$ cat config.mk
export PLATFORM = sky130hd
export DESIGN_NAME = mask_stack_ctrl
export DESIGN_NICKNAME = d
export VERILOG_FILES = /design/src/rtl/mask_stack_ctrl.sv
export SDC_FILE = /design/constraint.sdc
export NUM_CORES = 1
export LEC_CHECK = 0
export BUFFER_PORTS_ARGS = -buffer_cell sky130_fd_sc_hd__buf_2
export CORE_AREA = 2 2 106 108
export CTS_CLUSTER_DIAMETER = 30
export DETAILED_ROUTE_END_ITERATION = 8
export DIE_AREA = 0 0 108 110
export HOLD_SLACK_MARGIN = 0.1
export PLACE_DENSITY = 0.66
export RECOVER_POWER = 100
export SETUP_SLACK_MARGIN = 0.02
export SLEW_MARGIN = 5
export SYNTH_ARGS = -nofsm -noshare
export SYNTH_HDL_FRONTEND = slang
export SYNTH_SLANG_ARGS = --single-unit
$ cat constraint.sdc
create_clock -name clk -period 4.83 [get_ports clk]
set_input_delay 0.483 -clock clk [delete_from_list [all_inputs] [get_ports clk]]
set_output_delay 0.483 -clock clk [all_outputs]
set_load 0.01 [all_outputs]
$ cat src/rtl/mask_stack_ctrl.sv
// mask_stack_ctrl: 8x64 LIFO controller over an external register file.
// Defining MASK_STACK_ERR_CHECK_EN adds sticky err_overflow/err_underflow flags.
module mask_stack_ctrl (
  input  logic        clk,
  input  logic        rst,
  input  logic        push_valid,
  input  logic [63:0] push_data,
  output logic        push_ready,
  input  logic        pop_valid,
  output logic        pop_ready,
  output logic [63:0] pop_data,
  output logic        pop_data_valid,
  output logic [3:0]  count,
  output logic        full,
  output logic        empty,
`ifdef MASK_STACK_ERR_CHECK_EN
  output logic        err_overflow,
  output logic        err_underflow,
`endif
  output logic [2:0]  rf_rd_addr,
  input  logic [63:0] rf_rd_data,
  output logic        rf_wr_en,
  output logic [2:0]  rf_wr_addr,
  output logic [63:0] rf_wr_data
);
  logic [2:0] top;
  logic       pop_do;
  logic       push_do;
  assign full       = count == 4'd8;
  assign empty      = count == 4'd0;
  assign top        = count[2:0] - 3'd1;
  assign rf_rd_addr = top;
`ifdef MASK_STACK_ERR_CHECK_EN
  assign push_ready = 1'b1;
  assign pop_ready  = 1'b1;
  assign pop_do     = rst && pop_valid && !empty;
  // a push on full survives only as a replace-top alongside a pop
  assign push_do    = rst && push_valid && (!full || pop_do);
`else
  assign push_ready = !full;
  assign pop_ready  = !empty;
  assign pop_do     = rst && pop_valid && pop_ready;
  assign push_do    = rst && push_valid && push_ready;
`endif
  assign rf_wr_en   = push_do;
  assign rf_wr_addr = pop_do ? top : count[2:0];
  assign rf_wr_data = push_data;
  always_ff @(posedge clk) begin
    if (!rst) begin
      count          <= 4'd0;
      pop_data       <= 64'd0;
      pop_data_valid <= 1'b0;
    end else begin
      count          <= count + {3'b0, push_do && !pop_do} - {3'b0, pop_do && !push_do};
      pop_data_valid <= pop_do;
      if (pop_do) pop_data <= rf_rd_data;
    end
  end
`ifdef MASK_STACK_ERR_CHECK_EN
  always_ff @(posedge clk) begin
    if (!rst) begin
      err_overflow  <= 1'b0;
      err_underflow <= 1'b0;
    end else begin
      if (push_valid && full && !pop_do) err_overflow <= 1'b1;
      if (pop_valid && empty) err_underflow <= 1'b1;
    end
  end
`endif
endmodule
Yosys cells after proc, flatten, opt, wreduce, memory -nomap -nowiden
Index checks and enable logic that the tools add are counted.
{"block": "op_classes", "addsub": 3, "eq_ne": 1, "muxes": 1, "reduce_logical": 11}
{"op": "$logic_and A1 B1 Y1", "count": 6}
{"op": "$add A4 B1 Y4", "count": 1}
{"op": "$eq A4 B4 Y1 const B", "count": 1}
{"op": "$logic_not A1 Y1", "count": 4}
{"op": "$logic_not A4 Y1", "count": 1}
{"op": "$sub A4 B1 Y4", "count": 1}
{"op": "$mux W3", "count": 1}
{"op": "$sub A3 B1 Y3 const B", "count": 1}
{"block": "totals", "regBits": 69, "input_bits": 132, "output_inout_bits": 144}

Depth between registers and ports, before layout
{"block": "depth", "word_depth": 7, "mapped_depth": 12, "ltp_nobuf": 10}

Worst setup path before layout
OpenSTA, ideal clock, no wires.
{"block": "synth_timing", "kind": "reg-to-reg", "startpoint": "register count[0]", "endpoint": "register count[2]", "setup_time_ps": 115, "t_arrival_ps": 2287, "required_time_ps": 4715, "slack_ps": 2428, "stages_incl_launch_ff": 13, "path_buffers": 2, "path_cell_list": "dfxtp_1 > inv_1 > ha_1 > nand2_1 > and2_4 > buf_6 > buf_8 > o21ai_2 > ha_1 > inv_1 > fa_1 > xnor2_1 > and2_1"}
{"block": "synth_between", "elab_chain_cells": 7, "elab_cells_between_ends": 12}
{"element": "start, declared", "line_no": "13", "source": "output logic [3:0] count,"}
{"element": "start signal, assigned", "line_no": "54", "source": "count <= count + {3'b0, push_do && !pop_do} - {3'b0, pop_do && !push_do};"}
{"element": "$logic_not A4 Y1", "line_no": "30", "source": "assign empty = count == 4'd0;"}
{"element": "$logic_not A1 Y1", "line_no": "41", "source": "assign pop_ready = !empty;"}
{"element": "$logic_and A1 B1 Y1", "line_no": "42", "source": "assign pop_do = rst && pop_valid && pop_ready;"}
{"element": "$logic_not A1 Y1", "line_no": "54"}
{"element": "$logic_and A1 B1 Y1", "line_no": "54"}
{"element": "$add A4 B1 Y4", "line_no": "54"}
{"element": "$sub A4 B1 Y4 (*)", "line_no": "54"}
Mark *: on every way between the ends. The rest lies on a longest branch, timed or not.
A chain may end at the register's enable or synchronous reset.

Worst setup path in the final report
{"block": "layout_timing", "startpoint": "register count[1]", "endpoint": "register count[2]"}
The elaborated chain is that of the path after synthesis.

==> key figures <==
Run status
  • Result of the run: complete, no violations

Clocking
  • Clock transition at path regs: 0.08 ns
  • Number of H-tree levels: 3
  • CTS root buf: sky130_fd_sc_hd__clkbuf_8
  • Number of buffers inserted by hold repair at cts: 0
  • Total clock buffers created by CTS: 9
  • CTS tree: built
  • Post-CTS Setup Repair Bufs: 0
  • TritonCTS Sinks: 69
  • Clock latency on the worst-skew pair: 0.34 ns
  • Resize count post-CTS: 0
  • Worst-case clock buffer depth: 2

Floorplanning
  • Core box area: 0.01070 mm^2
  • Total I/O pin count: 276
  • Horizontal die dimension: 108 um
  • Area enclosed by the die boundary: 0.01188 mm^2
  • Initial core utilization: 30.51%
  • Number of standard-cell rows in the floorplan: 38
  • Die height: 110 um

Route
  • Routed wire length: 8.047 mm
  • Routed vias: 2,800
  • Met1 WL: 3.568 mm
  • Met2 wirelength from detailed routing: 3.663 mm
  • Iteration count of the initial detailed-routing pass: 4
  • Mean number of vias per cell: 4.605
  • Detailed Route Iter0 Violations: 196
  • Wire length per cell after detailed routing: 13.24 um
  • Remaining antenna violation count: 0
  • Top layer reached by signal wires: met4
  • Detail Route met3 WL: 658 um
  • DRC viols: 0

Timing
  • Final Critical Period: 2.979 ns
  • Transition time of the tightest slew-check pin: 0.7262 ns
  • Smallest setup slack after layout: 1.851 ns
  • Unrepaired setup endpoints after global routing: false
  • Peak clock frequency supported by timing: 0.3357 GHz
  • Max Transition Viols Final: 0
  • Total Neg Setup Slack: 0 ns
  • Final count of negative-setup-slack endpoints: 0
  • Setup skew after layout: 0.009421 ns
  • Number of hold violations in the final report: 0
  • Worst-case headroom to the max-slew limit: 51.59%
  • Final clock period utilization by the worst path: 61.67%

Power and ir drop
  • Pwr dens: 566.8 mW/mm^2
  • Leakage dissipation: 1.416 nW
  • Maximum resistive drop on vdd: 0.2414 mV

Critical path
  • Type of destination of the critical path: register
  • Critical Path AT: 3.22 ns
  • Class of the most critical setup path: reg2reg
  • Crit-path max FO: 69
  • Critical Path RT: 5.07 ns
  • Kind of launch point of the worst setup path: register
  • Worst-path cell with the longest stage delay: sky130_fd_sc_hd__buf_4
  • Max incr delay on CP: 0.58 ns
  • Crit path cell chain: inv_1, ha_1, nand2_1, buf_4, nand3_1, o21ai_0, ha_1, inv_1, fa_1, xnor2_1, and2_0

Yosys
  • Mean cell area of the mapped netlist: 8.264 um^2
  • Share of synthesized area occupied by flip-flops and latches: 42.32%
  • Netlist area before placement: 0.003264 mm^2
  • Synth unique cells: 26
  • Syn nets: 534
  • Count of state elements after synthesis: 69
  • Gate Count Post-Synth: 395
  • Total number of yosys warnings: 0

Layout
  • Most common cell after layout, fill and taps aside: sky130_fd_sc_hd__clkbuf_1
  • Leading cell types in the layout, fill and taps excluded: sky130_fd_sc_hd__clkbuf_1 (79), sky130_fd_sc_hd__dfxtp_1 (69), sky130_fd_sc_hd__nand3_1 (68), sky130_fd_sc_hd__buf_2 (68), sky130_fd_sc_hd__nand2_1 (67)
  • Final-layout fill cell count: 1,180
  • Layout cells sized above 1: 19.91%
  • Layout area overhead: 10.81%
  • Final non-filler cell total: 608
  • Number of nets in the finished design: 601
  • Final core utilization: 33.81%

GRT
  • Number of antenna violations at the first check in global routing: 1
  • Maximum number of pins on one net before global-route repair: 71
  • Global-route wire length before repair: 12.57 mm
  • Vias in the first global route: 2,694
  • Grt total ovfl: 0
  • Tot GR Track Use: 13.50%

Placed design
  • Total half-perimeter wirelength after legalization and detailed placement: 5.321 mm
  • I/O Buffers: 147
  • Number of placed cells counting well taps: 591
  • Worst-case setup slack after placement: 1.906 ns
  • Routability congestion estimate: 0.7462

Run
  • # Max-Cap Violations: 0

Min path
  • Class of the tightest hold or removal check: in2reg
==> cells by family after synthesis <==
logic type,Yosys count,synth area share (%)
buf+inv,104,20.93
flops,69,42.31
mux,1,0.3066
compound gates,69,12.88
xor+xnor,4,1.303
simple gates,141,19.36
fa+ha+maj,7,2.913
==> cells in the mapped netlist <==
master                     instances  area [um^2]
sky130_fd_sc_hd__nand2_1          67        251.5
sky130_fd_sc_hd__o21ai_0          48        240.2
sky130_fd_sc_hd__o21ai_2          18        157.7
sky130_fd_sc_hd__buf_4            64        480.5
sky130_fd_sc_hd__nor2b_1           1        6.260
sky130_fd_sc_hd__a21bo_2           1        10.01
sky130_fd_sc_hd__and2_4            1        8.760
sky130_fd_sc_hd__and2_1            3        18.77
sky130_fd_sc_hd__clkbuf_2          3        15.01
sky130_fd_sc_hd__inv_1            10        37.54
sky130_fd_sc_hd__dfxtp_1          69         1381
sky130_fd_sc_hd__buf_2             6        30.03
sky130_fd_sc_hd__buf_8             1        15.01
sky130_fd_sc_hd__buf_1             1        3.750
sky130_fd_sc_hd__a21o_1            1        7.510
sky130_fd_sc_hd__nand3_1          68        340.3
sky130_fd_sc_hd__xnor2_1           2        17.52
sky130_fd_sc_hd__mux2i_1           1        10.01
sky130_fd_sc_hd__xnor2_2           1        16.27
sky130_fd_sc_hd__nand2b_1          1        6.260
sky130_fd_sc_hd__clkbuf_1         15        56.30
sky130_fd_sc_hd__ha_1              6        75.07
sky130_fd_sc_hd__buf_6             4        45.04
sky130_fd_sc_hd__a21oi_1           1        5.000
sky130_fd_sc_hd__xor2_1            1        8.760
sky130_fd_sc_hd__fa_1              1        20.02
==> critical path: cells and delay by family (launching register included) <==
kind | cells | cell delay [ns]
fa+ha+maj | 3 | 0.85
buf+inv | 3 | 0.77
simple gates | 3 | 0.52
flops | 1 | 0.44
compound gates | 1 | 0.16
xor+xnor | 1 | 0.13
==> layer usage <==
layer	global-route usage, %	up-vias
li1	-	1373
met1	15.97	1277
met2	22.06	127
met3	5.056	23
met4	5.769	0
met5	0	-
==> area by class of cell <==
type	instances	area, um^2	area share, %
clock buffer	10	137.6	3.805
inverter	10	37.54	1.038
multi-input combinational	222	1137	31.44
antenna	1	2.502	0.06918
clock inverter	6	86.33	2.387
tap	140	175.2	4.843
timing repair buffer	150	659.4	18.23
sequential	69	1381	38.19
==> through the flow <==
step	instance area, um^2	hold WS, ns	power (W)
6_report	3617	0.3555	0.002050
5_1_grt	3615	0.3323	0.002219
4_1_cts	3780	0.3319	0.002164
3_5_place_dp	3556	0.4493	0.001620
3_3_place_gp	3556	0.4411	0.001599
2_1_floorplan	3264	0.4802	0.001378
==> report_power, final <==
part	switching (W)	total, W	internal, W
clock network	0.000225	0.000529	0.000304
registers	0.0000773	0.000785	0.000708
logic	0.000502	0.000736	0.000235
total	0.000804	0.00205	0.00125
==> worst paths after layout <==
check / start / endpoint / slack, ns / cells after the start
worst max-delay path: count[1] / count[2] / 1.85 / 11
worst max register to register: count[1] / count[2] / 1.85 / 11
worst min register to register: pop_data[51] / pop_data[51] / 0.46 / 2
worst min-delay path: rf_rd_data[12] / pop_data[12] / 0.36 / 3
==> registers in the layout (all words and copies together) (netlist names) <==
name,count
pop_data_valid,1
pop_data,64
count,4
(Power assumes the default switching activity.)
